### config.mk
export PLATFORM = sky130hd
export DESIGN_NAME = first_one_iterator_flat
export DESIGN_NICKNAME = d
export VERILOG_FILES = /design/src/rtl/first_one_iterator_if.sv /design/src/rtl/first_one_iterator.sv /design/src/flat_wrapper.sv
export SDC_FILE = /design/constraint.sdc
export NUM_CORES = 1
export LEC_CHECK = 0
export CAP_MARGIN = 40
export CORE_MARGIN = 2
export CORE_UTILIZATION = 41
export DETAILED_ROUTE_END_ITERATION = 10
export PLACE_DENSITY = 0.74
export SLEW_MARGIN = 20
export SYNTH_ARGS = -nofsm -noshare
export SYNTH_HDL_FRONTEND = slang
export SYNTH_SLANG_ARGS = --single-unit
### constraint.sdc
create_clock -name clock -period 2.24 [get_ports clock]
set_input_delay 0.448 -clock clock [delete_from_list [all_inputs] [get_ports clock]]
set_output_delay 0.448 -clock clock [all_outputs]
set_load 0.01 [all_outputs]
### src/rtl/first_one_iterator_if.sv
// Handshake bundle for first_one_iterator: a vector input channel, the per-bit
// output channel and the flush/busy sideband.
interface first_one_iterator_if #(
    parameter int WIDTH = 8
);
  localparam int INDEX_WIDTH = $clog2(WIDTH);

  logic                   flush;
  logic [WIDTH-1:0]       data;
  logic                   data_valid;
  logic                   data_ready;
  logic [WIDTH-1:0]       first_onehot;
  logic [INDEX_WIDTH-1:0] first_index;
  logic                   first_last;
  logic                   first_valid;
  logic                   first_ready;
  logic                   busy;

  // master: the producer/consumer around the iterator
  modport master (
    output flush, data, data_valid, first_ready,
    input  data_ready, first_onehot, first_index, first_last, first_valid, busy
  );

  // slave: the iterator itself
  modport slave (
    input  flush, data, data_valid, first_ready,
    output data_ready, first_onehot, first_index, first_last, first_valid, busy
  );
endinterface

### src/rtl/first_one_iterator.sv
// Sequential set-bit iterator: accepts a vector and returns its set bits one per
// output handshake as one-hot mask + binary index, lowest- or highest-first.
module first_one_iterator #(
    parameter int WIDTH       = 8,
    parameter bit MSB_FIRST   = 1'b0,
    parameter int INDEX_WIDTH = $clog2(WIDTH)
) (
    input logic                clock,
    input logic                resetn,
    first_one_iterator_if.slave bus
);

  typedef enum logic {IDLE, SCAN} state_t;

  state_t                 state_reg, state_next;
  logic [WIDTH-1:0]       remaining_reg, remaining_next;
  logic [WIDTH-1:0]       scan_vec;
  logic [WIDTH-1:0]       scan_iso;
  logic [WIDTH-1:0]       onehot;
  logic [INDEX_WIDTH-1:0] index;
  logic                   busy;
  logic                   last;
  logic                   handshake;
  logic                   data_nonzero;
  logic                   data_ready;

  // MSB-first is handled by bit-reversing into and out of an LSB isolator.
  generate
    for (genvar gi = 0; gi < WIDTH; gi++) begin : g_order
      if (MSB_FIRST) begin : g_rev
        assign scan_vec[gi] = remaining_reg[WIDTH-1-gi];
        assign onehot[gi]   = scan_iso[WIDTH-1-gi];
      end else begin : g_fwd
        assign scan_vec[gi] = remaining_reg[gi];
        assign onehot[gi]   = scan_iso[gi];
      end
    end
  endgenerate

  assign scan_iso = scan_vec & (~scan_vec + WIDTH'(1));

  always_comb begin
    index = '0;
    for (int i = 0; i < WIDTH; i++) begin
      if (onehot[i]) begin
        index = index | INDEX_WIDTH'(i);
      end
    end
  end

  assign busy         = (state_reg == SCAN);
  assign last         = busy && ((remaining_reg & ~onehot) == '0);
  assign handshake    = busy && bus.first_ready;
  assign data_nonzero = (bus.data != '0);

  always_ff @(posedge clock or negedge resetn) begin
    if (!resetn) begin
      state_reg     <= IDLE;
      remaining_reg <= '0;
    end else begin
      state_reg     <= state_next;
      remaining_reg <= remaining_next;
    end
  end

  // Flush overrides everything, including a handshake in the same cycle.
  always_comb begin
    state_next     = state_reg;
    remaining_next = remaining_reg;
    data_ready     = 1'b0;
    if (bus.flush) begin
      state_next     = IDLE;
      remaining_next = '0;
    end else begin
      case (state_reg)
        IDLE: begin
          data_ready = 1'b1;
          if (bus.data_valid && data_nonzero) begin
            state_next     = SCAN;
            remaining_next = bus.data;
          end
        end
        SCAN: begin
          if (handshake) begin
            if (last) begin
              // Final bit consumed: a waiting vector loads on this same edge.
              data_ready = 1'b1;
              if (bus.data_valid && data_nonzero) begin
                state_next     = SCAN;
                remaining_next = bus.data;
              end else begin
                state_next     = IDLE;
                remaining_next = '0;
              end
            end else begin
              remaining_next = remaining_reg & ~onehot;
            end
          end
        end
        default: begin
          state_next     = IDLE;
          remaining_next = '0;
        end
      endcase
    end
  end

  assign bus.data_ready   = data_ready;
  assign bus.first_onehot = busy ? onehot : '0;
  assign bus.first_index  = busy ? index : '0;
  assign bus.first_last   = last;
  assign bus.first_valid  = busy;
  assign bus.busy         = busy;

endmodule

### src/flat_wrapper.sv
// flat-port wrapper written by rule: the top's interface ports become plain ports
module first_one_iterator_flat 
#(
    parameter int WIDTH       = 8,
    parameter bit MSB_FIRST   = 1'b0,
    parameter int INDEX_WIDTH = $clog2(WIDTH)
)
  (clock, resetn, bus_flush, bus_data, bus_data_valid, bus_first_ready, bus_data_ready, bus_first_onehot, bus_first_index, bus_first_last, bus_first_valid, bus_busy);
  first_one_iterator_if #(.WIDTH(WIDTH)) bus_i ();
  input logic clock;
  input logic resetn;
  input wire logic [$bits(bus_i.flush)-1:0] bus_flush;
  input wire logic [$bits(bus_i.data)-1:0] bus_data;
  input wire logic [$bits(bus_i.data_valid)-1:0] bus_data_valid;
  input wire logic [$bits(bus_i.first_ready)-1:0] bus_first_ready;
  output wire logic [$bits(bus_i.data_ready)-1:0] bus_data_ready;
  output wire logic [$bits(bus_i.first_onehot)-1:0] bus_first_onehot;
  output wire logic [$bits(bus_i.first_index)-1:0] bus_first_index;
  output wire logic [$bits(bus_i.first_last)-1:0] bus_first_last;
  output wire logic [$bits(bus_i.first_valid)-1:0] bus_first_valid;
  output wire logic [$bits(bus_i.busy)-1:0] bus_busy;
  assign bus_i.flush = bus_flush;
  assign bus_i.data = bus_data;
  assign bus_i.data_valid = bus_data_valid;
  assign bus_i.first_ready = bus_first_ready;
  assign bus_data_ready = bus_i.data_ready;
  assign bus_first_onehot = bus_i.first_onehot;
  assign bus_first_index = bus_i.first_index;
  assign bus_first_last = bus_i.first_last;
  assign bus_first_valid = bus_i.first_valid;
  assign bus_busy = bus_i.busy;
  first_one_iterator #(.WIDTH(WIDTH), .MSB_FIRST(MSB_FIRST), .INDEX_WIDTH(INDEX_WIDTH)) u_core (.clock(clock), .resetn(resetn), .bus(bus_i));
endmodule
==> impl_metrics.py <==
metrics = {
    "placed_design": {
        "dp_hpwl_um": 1520,
        "dpl_cell_area_um2": 1070,
        "dp.cells": 138,
        "gp_congestion": 0.876,
        "dp_slack_ps": -222,
        "io_buffers": 27,
    },
    "timing": {
        "hold_viol_final": 0,
        "finalCritPeriodShare_pct": 101,
        "fin_crit_ps": 2270,
        "rsz0062_at_grt": "yes",
        "setup_tns_ps": -38.0,
        "tightest_slew_ps": 504,
        "max-slew-margin-rel_pct": 66.1,
        "fmax_mhz": 440,
        "skew_ps": 11.0,
        "setup_ws_ps": -31.3,
        "setup_viol": 2,
        "holdWs_ps": 479,
        "finalMaxSlewViolations": 0,
    },
    "cts": {
        "clk_pin_slew_ps": 70,
        "clock-sinks": 9,
        "htreeDepth": 1,
        "cts_tree": "built",
        "cts_root_buf": "clkbuf_4",
        "holdBufCountCts": 0,
        "cts_buffers": 3,
        "cts_max_path_buffers": 2,
        "clock_latency_ps": 260,
    },
    "logic_synthesis": {
        "yosys-top-cells-area": "dfrtp_1 34%, o21ai_0 6.7%, a32o_1 6.0%",
        "synth-seq-cells": 9,
        "yosysUniqueCellTypes": 28,
        "synthCells": 83,
        "synth_area_um2": 671,
        "yosysWarningCount": 0,
        "ys_seq_area_share_pct": 33.6,
        "synth_area_leader_cell": "dfrtp_1",
        "synth_top_area_share_pct": 33.6,
        "synth_fp_nets": 96,
        "avgSynthCellArea_um2": 8.08,
    },
    "global_route": {
        "grt_usage_pct": 25.2,
        "grt_pass1_vias": 785,
        "grt_pass1_wl_um": 3680,
        "grt_max_degree": 16,
        "overflow": 0,
        "antenna_found_initial": 0,
    },
    "layout": {
        "finish.utilization_pct": 76.2,
        "final_area_um2": 1160,
        "area_growth_pct": 73.1,
        "fin_cells": 146,
        "antenna_cells": 0,
        "largest_reg_flops": 8,
        "drive_above_1_share_pct": 34.6,
        "nets": 144,
    },
    "floorplan": {
        "dieArea_um2": 1980,
        "ios": 28,
        "design.core.area_um2": 1520,
        "rows": 14,
        "initial_utilization_pct": 44.0,
        "die_h_um": 44.4,
        "die_w_um": 44.4,
    },
    "critical_path": {
        "worstSetupPathType": "reg -> out",
        "cpPeakStageDelay_ps": 570,
        "cp_max_fo": 3,
        "crit_required_ps": 1790,
        "setup.worst_path.start_class": "flop",
        "end_kind": "primary output",
        "slowest_stage": "or4_4",
        "cp_cell_sequence": "or4_4, buf_6, nor3_4, nor2_4, o22ai_4, buf_6",
        "cp_data_arrival_time_ps": 1820,
        "cp_common_cell": "buf_6",
    },
    "routing": {
        "ant_nets": 0,
        "wl_um": 2110,
        "num_vias": 847,
        "routedWlPerCell_um": 14.4,
        "routed_via_density": 5.80,
        "first_pass_iters": 4,
        "drt-initial-drc-count": 41,
        "drc_errors": 0,
    },
    "hold_path": {
        "hold_path.class": "in -> async",
    },
    "power_and_ir_drop": {
        "clock_power_share_pct": 19.3,
        "seqPwrFrac_pct": 30.9,
        "p_sw_mw": 0.223,
        "powerDensity_nw_per_um2": 547,
        "p_int_mw": 0.412,
        "combPwrFrac_pct": 49.8,
        "power_mw": 0.635,
        "vdd_ir_drop_max_uv": 451,
        "p_leak_nw": 0.533,
        "swShare_pct": 35.2,
    },
    "job": {
        "maxCapViolCount": 0,
    },
    "status": {
        "violations": "setup timing",
        "status": "complete, but fails checks",
    },
}
logic make-up after synthesis:
logic type,count (synthesis),share of synthesized area [%]
flops,9,33.6
simple gates,37,29.3
buf+inv,7,4.48
compound gates,29,31.2
fa+ha+maj,1,1.49
worst max-delay path: cells and delay by family (launching register included):
| kind | cells | cell delay (ps) |
|---|---|---|
| AO/OA/AOI/OAI | 1 | 110 |
| buffers and inverters | 2 | 290 |
| AND/OR/NAND/NOR | 3 | 790 |
| flip-flops | 1 | 380 |
cell usage after synthesis, drive strengths merged:
cell type / count
and3: 3
and2: 1
maj3: 1
buf: 1
a21boi: 1
a31o: 1
inv: 2
o22ai: 1
nor2b: 1
nand2: 9
or3: 1
a21oi: 6
nor3: 4
nor3b: 2
nor2: 11
o21ai: 12
or4: 3
clkbuf: 4
dfrtp: 9
a32o: 7
a211o: 1
nor4: 2
worst paths after layout:
check	startpoint	endpoint	slack, ps	cells past startpoint
max	u_core.remaining_reg[3]	bus_data_ready	-30	6
min in group clock	u_core.remaining_reg[7]	u_core.remaining_reg[7]	590	1
max in group asynchronous	resetn	u_core.bus.busy	1440	1
min reg2reg	u_core.remaining_reg[7]	u_core.remaining_reg[7]	590	1
min	resetn	u_core.remaining_reg[6]	480	1
max reg2reg	u_core.remaining_reg[3]	u_core.remaining_reg[1]	380	7
cells in the final DEF, fill, tap and decap left out, drive strengths merged:
| master | Yosys | layout |
|---|---|---|
| a31o | 1 | 1 |
| dfrtp | 9 | 9 |
| and2 | 1 | 1 |
| nor4 | 2 | 2 |
| a32o | 7 | 7 |
| clkbuf | 4 | 4 |
| clkdlybuf4s50 | 0 | 17 |
| nor2 | 11 | 11 |
| nor3 | 4 | 4 |
| nor2b | 1 | 1 |
| inv | 2 | 2 |
| and3 | 3 | 3 |
| or4 | 3 | 3 |
| o21ai | 12 | 12 |
| nor3b | 2 | 2 |
| o22ai | 1 | 1 |
| nand2 | 9 | 9 |
| or3 | 1 | 1 |
| a211o | 1 | 1 |
| dlygate4sd2 | 0 | 5 |
| a21boi | 1 | 1 |
| clkinv | 0 | 1 |
| maj3 | 1 | 1 |
| buf | 1 | 25 |
| a21oi | 6 | 6 |
routing by layer:
metal	vias to the layer above	share of wire, %	global-route usage (%)	wire length (um)
met3	4	5.7	3.67	121
met1	397	42	35.1	880
met2	35	51	40.6	1070
met5	-	0	0	0
li1	411	-	-	-
met4	0	1.7	7.27	36
timing repair:
action / CTS / global route
pin swaps: 5 / 8
buffers inserted: 3 / 1
resized for setup: 32 / 6
hold endpoints to repair: 0 / 0
setup endpoints to repair: 10 / 6
final cells by class:
class | count | area, um2
clock buffers | 3 | 22.5
clock inverters | 1 | 5.00
fillers | 119 | 363
inverters | 2 | 7.51
multi-input cells | 67 | 473
flip-flops and latches | 9 | 226
well taps | 16 | 20.0
repair buffers | 48 | 407
power by group through the flow:
stage	logic [mW]	clock network [mW]	registers (mW)
floorplan	0.124	0	0.197
global placement	0.255	0	0.195
detailed placement	0.257	0	0.197
CTS	0.300	0.126	0.195
global route	0.342	0.140	0.198
finish	0.316	0.122	0.196
No activity file was read; power rests on OpenSTA's default activity.
